<file path="src/rtl/cla_pipelined_adder_if.sv">
// Operation/result bus of the pipelined CLA adder/subtractor.
// The ovf signal exists only when CLA_OVF_FLAG_EN is defined.
interface cla_pipelined_adder_if #(
  parameter int WIDTH = 32
);
  // Handshake: a transfer happens on a rising edge where valid && ready.
  // The producer holds its payload stable while valid && !ready; ready may
  // depend combinationally on the consumer side but never on valid.
  logic             in_valid;
  logic             in_ready;
  logic [WIDTH-1:0] a;
  logic [WIDTH-1:0] b;
  logic             c_in;
  logic             sub;
  logic             out_valid;
  logic             out_ready;
  logic [WIDTH-1:0] sum;
  logic             c_out;
`ifdef CLA_OVF_FLAG_EN
  logic             ovf;
`endif

  modport master (
    output in_valid, a, b, c_in, sub, out_ready,
    input  in_ready, out_valid, sum, c_out
`ifdef CLA_OVF_FLAG_EN
    , input ovf
`endif
  );

  modport slave (
    input  in_valid, a, b, c_in, sub, out_ready,
    output in_ready, out_valid, sum, c_out
`ifdef CLA_OVF_FLAG_EN
    , output ovf
`endif
  );
endinterface

</file>
<file path="src/rtl/cla_pipelined_adder.sv">
// Pipelined carry-lookahead adder/subtractor, S = GROUP*STAGE_GROUPS bits per stage.
// Optional signed-overflow flag enabled by defining CLA_OVF_FLAG_EN.
module cla_pipelined_adder #(
  parameter int WIDTH        = 32,
  parameter int GROUP        = 4,
  parameter int STAGE_GROUPS = 2
) (
  input logic                  clk,
  input logic                  rst_n,
  cla_pipelined_adder_if.slave bus
);
  localparam int S      = GROUP * STAGE_GROUPS;
  localparam int NSTAGE = WIDTH / S;

  if (WIDTH % S != 0) begin : g_bad_width
    $error("WIDTH must be a multiple of GROUP*STAGE_GROUPS");
  end

  // One stage worth of bits: lookahead inside each group, group carry ripples.
  function automatic logic [S:0] stage_add(input logic [S-1:0] x,
                                           input logic [S-1:0] y,
                                           input logic         ci);
    logic [S-1:0]     s;
    logic [GROUP-1:0] g;
    logic [GROUP-1:0] p;
    logic [GROUP:0]   c;
    logic             gc;
    logic             t;
    logic             pp;
    s  = '0;
    g  = '0;
    p  = '0;
    c  = '0;
    t  = 1'b0;
    pp = 1'b0;
    gc = ci;
    for (int gi = 0; gi < STAGE_GROUPS; gi++) begin
      g    = x[gi*GROUP +: GROUP] & y[gi*GROUP +: GROUP];
      p    = x[gi*GROUP +: GROUP] ^ y[gi*GROUP +: GROUP];
      c[0] = gc;
      for (int i = 0; i < GROUP; i++) begin
        t  = g[i];
        pp = p[i];
        for (int j = i - 1; j >= 0; j--) begin
          t  = t | (pp & g[j]);
          pp = pp & p[j];
        end
        c[i+1] = t | (pp & gc);
      end
      s[gi*GROUP +: GROUP] = p ^ c[GROUP-1:0];
      gc = c[GROUP];
    end
    return {gc, s};
  endfunction

  logic out_valid;
  logic advance;

  assign out_valid     = stg[NSTAGE-1].v_q;
  assign advance       = !out_valid || bus.out_ready;
  assign bus.in_ready  = advance;
  assign bus.out_valid = out_valid;
  assign bus.sum       = stg[NSTAGE-1].s_q;
  assign bus.c_out     = stg[NSTAGE-1].c_q;

  for (genvar k = 0; k < NSTAGE; k++) begin : stg
    // Operand bits still to be added at this stage's input, LSB-aligned.
    localparam int RW = WIDTH - k * S;

    logic                 v_src;
    logic                 c_src;
    logic [RW-1:0]        a_src;
    logic [RW-1:0]        b_src;
    logic [S:0]           r;
    logic                 v_q;
    logic                 c_q;
    logic [(k+1)*S-1:0]   s_q;
    logic [(k+1)*S-1:0]   s_d;

    if (k == 0) begin : g_src
      assign v_src = bus.in_valid;
      assign a_src = bus.a;
      assign b_src = bus.sub ? ~bus.b : bus.b;
      assign c_src = bus.sub | bus.c_in;
      assign s_d   = r[S-1:0];
    end else begin : g_src
      assign v_src = stg[k-1].v_q;
      assign a_src = stg[k-1].g_opr.a_q;
      assign b_src = stg[k-1].g_opr.b_q;
      assign c_src = stg[k-1].c_q;
      assign s_d   = {r[S-1:0], stg[k-1].s_q};
    end

    assign r = stage_add(a_src[S-1:0], b_src[S-1:0], c_src);

    always_ff @(posedge clk) begin
      if (!rst_n) begin
        v_q <= 1'b0;
        s_q <= '0;
        c_q <= 1'b0;
      end else if (advance) begin
        v_q <= v_src;
        if (v_src) begin
          s_q <= s_d;
          c_q <= r[S];
        end
      end
    end

    if (k < NSTAGE - 1) begin : g_opr
      logic [RW-S-1:0] a_q;
      logic [RW-S-1:0] b_q;
      always_ff @(posedge clk) begin
        if (!rst_n) begin
          a_q <= '0;
          b_q <= '0;
        end else if (advance && v_src) begin
          a_q <= a_src[RW-1:S];
          b_q <= b_src[RW-1:S];
        end
      end
    end
  end

`ifdef CLA_OVF_FLAG_EN
  // Sign bits are the top bits of what the final stage consumes.
  logic a_msb;
  logic b_msb;
  logic s_msb;
  logic ovf_q;
  assign a_msb = stg[NSTAGE-1].a_src[S-1];
  assign b_msb = stg[NSTAGE-1].b_src[S-1];
  assign s_msb = stg[NSTAGE-1].r[S-1];

  always_ff @(posedge clk) begin
    if (!rst_n) begin
      ovf_q <= 1'b0;
    end else if (advance && stg[NSTAGE-1].v_src) begin
      ovf_q <= (a_msb == b_msb) && (s_msb != a_msb);
    end
  end
  assign bus.ovf = ovf_q;
`endif
endmodule

</file>
<file path="src/flat_wrapper.sv">
// flat-port wrapper written by rule: the top's interface ports become plain ports
module cla_pipelined_adder_flat 
#(
  parameter int WIDTH        = 32,
  parameter int GROUP        = 4,
  parameter int STAGE_GROUPS = 2
)
  (clk, rst_n, bus_in_valid, bus_a, bus_b, bus_c_in, bus_sub, bus_out_ready, bus_in_ready, bus_out_valid, bus_sum, bus_c_out);
  cla_pipelined_adder_if #(.WIDTH(WIDTH)) bus_i ();
  input logic clk;
  input logic rst_n;
  input wire logic [$bits(bus_i.in_valid)-1:0] bus_in_valid;
  input wire logic [$bits(bus_i.a)-1:0] bus_a;
  input wire logic [$bits(bus_i.b)-1:0] bus_b;
  input wire logic [$bits(bus_i.c_in)-1:0] bus_c_in;
  input wire logic [$bits(bus_i.sub)-1:0] bus_sub;
  input wire logic [$bits(bus_i.out_ready)-1:0] bus_out_ready;
  output wire logic [$bits(bus_i.in_ready)-1:0] bus_in_ready;
  output wire logic [$bits(bus_i.out_valid)-1:0] bus_out_valid;
  output wire logic [$bits(bus_i.sum)-1:0] bus_sum;
  output wire logic [$bits(bus_i.c_out)-1:0] bus_c_out;
  assign bus_i.in_valid = bus_in_valid;
  assign bus_i.a = bus_a;
  assign bus_i.b = bus_b;
  assign bus_i.c_in = bus_c_in;
  assign bus_i.sub = bus_sub;
  assign bus_i.out_ready = bus_out_ready;
  assign bus_in_ready = bus_i.in_ready;
  assign bus_out_valid = bus_i.out_valid;
  assign bus_sum = bus_i.sum;
  assign bus_c_out = bus_i.c_out;
  cla_pipelined_adder #(.WIDTH(WIDTH), .GROUP(GROUP), .STAGE_GROUPS(STAGE_GROUPS)) u_core (.clk(clk), .rst_n(rst_n), .bus(bus_i));
endmodule
</file>
<file path="config.mk">
export PLATFORM = sky130hd
export DESIGN_NAME = cla_pipelined_adder_flat
export DESIGN_NICKNAME = d
export VERILOG_FILES = /design/src/rtl/cla_pipelined_adder_if.sv /design/src/rtl/cla_pipelined_adder.sv /design/src/flat_wrapper.sv
export SDC_FILE = /design/constraint.sdc
export NUM_CORES = 1
export LEC_CHECK = 0
export CORE_ASPECT_RATIO = 0.6
export CORE_MARGIN = 8
export CORE_UTILIZATION = 55
export CTS_CLUSTER_SIZE = 12
export DETAILED_ROUTE_END_ITERATION = 8
export GPL_TIMING_DRIVEN = 0
export PLACE_DENSITY = 0.8
export SLEW_MARGIN = 20
export SYNTH_ARGS = -nofsm -noshare
export SYNTH_HDL_FRONTEND = slang
export SYNTH_SLANG_ARGS = --single-unit
</file>
<file path="constraint.sdc">
create_clock -name clk -period 6.01 [get_ports clk]
set_input_delay 1.202 -clock clk [delete_from_list [all_inputs] [get_ports clk]]
set_output_delay 1.202 -clock clk [all_outputs]
set_load 0.03 [all_outputs]
</file>
Word-level counts from Yosys, hierarchy flattened:

Cells that the tools add are included.

* multiplexer cells: 1
* bitwise operators: 234
* reduce and logical (&&, ||, !) cells: 9

Operator list (number)
* bitwise AND 1 bit: 128
* OR 1 bit: 81
* bitwise XOR 4 bit: 16
* bitwise AND 4 bit: 8
* two-way mux 32 bit: 1
* NOT 32 bit: 1
* AND reduction 2 bit: 4
* logical AND 1 bit: 3
* zero test 1 bit: 1
* logical OR 1 bit: 1

* register bits after elaboration: 184
* input bits: 70
* output and inout port bits: 35
* logic and storage cells: 262

Logic depth before layout (Yosys ltp):

Gate-level depths: netlist of the first run.

* depth after elaboration: 11
* gate-level depth with buffers: 12
* mapped depth without buffers: 10

Worst setup path before layout of the first run:

No wires, ideal clock.

* path type: input to register
* start point: input port bus_sub
* end point: register u_core.stg[0].s_q[4]
* setup time: 0.086 ns
* data arrival time: 3.216 ns
* data required time: 5.924 ns
* path slack: 2.708 ns
* stages: 10
* buffers on the path: 2
* path through: buf_6 > buf_2 > xor2_1 > ha_1 > a21oi_1 > nand2_2 > a21o_1 > a21oi_1 > fa_1 > a211oi_1

* longest elaborated chain between the ends: 8
* elaborated cells on any way between the ends: 17
* those cells by class: mux (1); bitwise (16)

RTL lines
* from (decl): line flat_wrapper.sv:16 `input wire logic [$bits(bus_i.sub)-1:0] bus_sub;`
* two-way mux 32 bit: line cla_pipelined_adder.sv:83 `assign b_src = bus.sub ? ~bus.b : bus.b;`
* bitwise XOR 4 bit / bitwise AND 4 bit (equally long branches): line cla_pipelined_adder.sv:39, cla_pipelined_adder.sv:38
* bitwise AND 1 bit, on equally long branches: line cla_pipelined_adder.sv:45, cla_pipelined_adder.sv:46
* OR 1 bit, or another cell as far along (2 in series): line cla_pipelined_adder.sv:45 `t = t | (pp & g[j]);`
* OR 1 bit / bitwise AND 1 bit (equally long branches): line cla_pipelined_adder.sv:45, cla_pipelined_adder.sv:48
* OR 1 bit: line cla_pipelined_adder.sv:48 `c[i+1] = t | (pp & gc);`
* bitwise XOR 4 bit (*): line cla_pipelined_adder.sv:50 `s[gi*GROUP +: GROUP] = p ^ c[GROUP-1:0];`
* to (signal assigned): line cla_pipelined_adder.sv:99 `s_q <= '0;`
* to (signal assigned): line cla_pipelined_adder.sv:104 `s_q <= s_d;`
* to (decl): line cla_pipelined_adder.sv:77 `logic [(k+1)*S-1:0] s_q;`

Mark *: on every way between the ends. The rest lies on a longest branch, timed or not.
A chain may end at the register's enable or synchronous reset.

Worst setup path in the final report of the first run:

* start point: input port bus_out_ready
* end point: output port bus_in_ready

* longest elaborated chain between the ends: 1

RTL lines
* from (decl): line flat_wrapper.sv:17 `input wire logic [$bits(bus_i.out_ready)-1:0] bus_out_ready;`
* logical OR 1 bit: line cla_pipelined_adder.sv:60 `assign advance = !out_valid || bus.out_ready;`
* to (decl): line flat_wrapper.sv:18 `output wire logic [$bits(bus_i.in_ready)-1:0] bus_in_ready;`

No other way between the ends.

==> impl_metrics.json, run 1 <==
{
  "start_kind": "input pin",
  "leakagePower_nw": 3.52,
  "ys_warn_count": 0,
  "yosysTopAreaCell": "dfxtp_1",
  "worst_pin_slew_ns": 0.906,
  "post-cts-setup-buffers": 0,
  "cts_buffers": 17,
  "grt_pass1_vias": 6798,
  "cp.arrival_ns": 2.79,
  "postSynthAreaPerCell_um2": 8.26,
  "grt.total_usage_pct": 23.0,
  "place_congestion": 0.891,
  "cpPeakStageDelay_ns": 0.64,
  "power_density_nw_per_um2": 282,
  "drc": 0,
  "dp_cells": 1228,
  "drt-pass1-iter-count": 5,
  "worst_hold_path_type": "reg2reg",
  "synth_most_common_cell": "nand2_1",
  "max_cap_violations": 0,
  "ir_worst_vdd_mv": 0.209,
  "antenna_found_initial": 0,
  "outcome": "complete, no violations",
  "dp_hpwl_um": 15500,
  "async_flop_share_pct": 0,
  "syn_inst": 934,
  "vias": 6948,
  "fmaxAchievable_ghz": 0.251,
  "tritoncts": "yes",
  "setup_tns_ns": 0,
  "fill_cells": 1124,
  "grt_max_degree": 17,
  "setup_viol": 0,
  "reg2reg_slack_ns": 3.64,
  "slowest_stage": "clkdlybuf4s50_1",
  "post-route-min-period_ns": 3.99,
  "synthTopCellsByCount": "275 x nand2_1, 184 x dfxtp_1, 143 x a21oi_1",
  "core_um2": 13700,
  "syn_nets": 1044,
  "wl_per_cell_um": 16.3,
  "crit_type": "in2out",
  "drt_iter0_markers": 790,
  "antennaDiodeCount": 0,
  "initial_utilization_pct": 56.5,
  "drv_slew": 0,
  "clk_pin_slew_ns": 0.07,
  "row_count": 33,
  "port_buffers": 102,
  "synthTopCellsByArea": "dfxtp_1 48%, nand2_1 13%, a21oi_1 9.3%",
  "post_cts_resized": 0,
  "multi_input_area_um2": 3720,
  "rsz0062_at_grt": "no",
  "synth_top_flop_cell": "dfxtp_1",
  "die_h_um": 108,
  "hold_violations": 0,
  "path_common_cell": "clkdlybuf4s50_1",
  "crit_buf_inv": 3,
  "drive_gt1_share_pct": 4.03,
  "fin_crit_sh_pct": 66.4,
  "synth_edf_count": 0,
  "antenna_left": 0,
  "ys_types": 41,
  "layoutNonFillerInstCount": 1260,
  "ctsHoldBuffers": 0,
  "area_delta_synth_final_pct": 23.8,
  "routed_wl_um": 20500,
  "vias_per_cell": 5.51,
  "synth.top_cell.area_share_pct": 47.7,
  "htreeDepth": 4,
  "globalRouteOverflowTotal": 0,
  "crit_fanout": 9,
  "cts_root_buf": "clkbuf_16",
  "ys_seq_area_share_pct": 47.7,
  "grt_pass1_wl_um": 33500,
  "clock_sinks": 184,
  "seq_area_um2": 3680,
  "clock_path_buffers": 2,
  "crit_chain": "clkdlybuf4s50_1, nor2b_1, inv_2, clkdlybuf4s50_1",
  "slew_headroom_pct": 39.6,
  "die_area_um2": 18200,
  "synth_area_um2": 7720,
  "clock_skew_ns": 0.00665,
  "io_pins": 105,
  "endpoint_kind": "primary output",
  "worstSkewPairLatency_ns": 0.42,
  "cp.required_ns": 4.81,
  "synth_seq_cells": 184,
  "crit_family": "buffers and inverters",
  "die_w_um": 169,
  "fin_nets": 1165
}
-- worst reg2reg max path, cell delays in order (launching register included) --
cell      delay, ns
dfxtp_1        0.42
ha_1           0.28
a211oi_1       0.43
o21bai_1       0.18
a21o_1         0.22
fa_1           0.43
xnor2_1        0.13
a211oi_1       0.21
-- final cells by class --
type | instances | share of cell area [%]
timing repair buffer | 102 | 10.7
sequential | 184 | 38.6
buffer | 64 | 2.70
multi-input combinational | 672 | 39.0
clock buffer | 22 | 4.75
clock inverter | 10 | 1.26
inverter | 14 | 0.550
tap | 192 | 2.51
-- sequential cells by signal, summed over array words and instances (netlist names) --
| register | count |
|---|---|
| u_core.bus.sum | 32 |
| u_core.stg.g_opr.a_q | 48 |
| u_core.stg.v_q | 3 |
| u_core.stg.g_opr.b_q | 48 |
| u_core.stg.s_q | 48 |
| u_core.bus.out_valid | 1 |
| u_core.stg.c_q | 3 |
| u_core.bus.c_out | 1 |
-- metal layers --
metal / track usage, % / vias to the layer above / wire [µm]
li1: - / 3370 / -
met1: 32.6 / 3317 / 9940
met2: 35.6 / 236 / 8880
met3: 4.10 / 25 / 1420
met4: 5.90 / 0 / 246
met5: 0 / - / 0
-- metrics by stage --
step | area, µm² | power [W] | util (%) | hold WS [ns] | setup slack (ns)
after floorplan | 7720 | 0.00150 | - | 0.432 | 2.71
after global placement | 8980 | 0.00161 | 65.7 | 0.442 | 1.99
after detailed placement | 8980 | 0.00161 | 65.7 | 0.445 | 2.01
after CTS | 9550 | 0.00269 | 69.9 | 0.456 | 2.00
after global routing | 9550 | 0.00279 | 69.9 | 0.469 | 1.92
final | 9550 | 0.00269 | 69.9 | 0.453 | 2.02
-- where the power goes --
group          internal, W  leakage [nW]  total (W)  switching (W)
registers          0.00127          1.50    0.00130      0.0000298
clock network     0.000626         0.263    0.00110       0.000473
logic             0.000128          1.76   0.000295       0.000167
total              0.00202          3.52    0.00269       0.000670
-- kinds of logic after synthesis --
kind of cell | after synthesis | synth area share, %
simple gates | 365 | 19.1
compound gates | 220 | 16.6
flops | 184 | 47.7
buf+inv | 78 | 4.02
xor+xnor | 47 | 5.33
fa+ha+maj | 40 | 7.26
-- cells in the final DEF, fill, tap and decap left out, types with 3 or more instances in the layout --
cell             netlist  routed
nand2b_1               4       4
inv_1                 12      12
a21oi_1              143     143
xor2_1                13      13
fa_1                   8       8
o21ai_1               10      10
clkbuf_1              54      58
clkbuf_16              0      17
nand4_1                6       6
buf_2                  8       8
or4_1                  4       4
nand3_1               15      15
and2_1                 4       4
nand2_1              275     275
xnor2_1               34      34
a31oi_1                3       3
o211ai_1               3       3
a21o_1                 9       9
nor3_1                 6       6
ha_1                  32      32
a211oi_1              37      37
clkinvlp_4             0       5
dfxtp_1              184     184
clkdlybuf4s50_1        0     102
nor2_1                44      44
a221oi_1               3       3
-- path summary, 6_finish.rpt --
check / startpoint / to / depth (start not counted)
worst max-delay path: bus_out_ready / bus_in_ready / 4
worst min-delay path: u_core.stg[2].s_q[6] / u_core.bus.sum[6] / 2
worst max register to register: u_core.stg[2].g_opr.b_q[0] / u_core.bus.sum[29] / 7
worst min register to register: u_core.stg[2].s_q[6] / u_core.bus.sum[6] / 2
No activity file was read; power rests on OpenSTA's default activity.
==> run 2: changes to the inputs <==
- clock period: 6.01 -> 3.85 ns (I/O delays scaled with it)
==> results of run 2 <==
The final DEF is identical to that of run 1. Status: complete, no violations.
Among the figures that moved: setup slack after placement 2.01 ns -> 0.652 ns; setup slack after layout 2.02 ns -> 0.724 ns; register-to-register setup slack 3.64 ns -> 1.48 ns; total power 0.00269 W -> 0.00420 W; worst IR drop on VDD 0.209 mV -> 0.326 mV
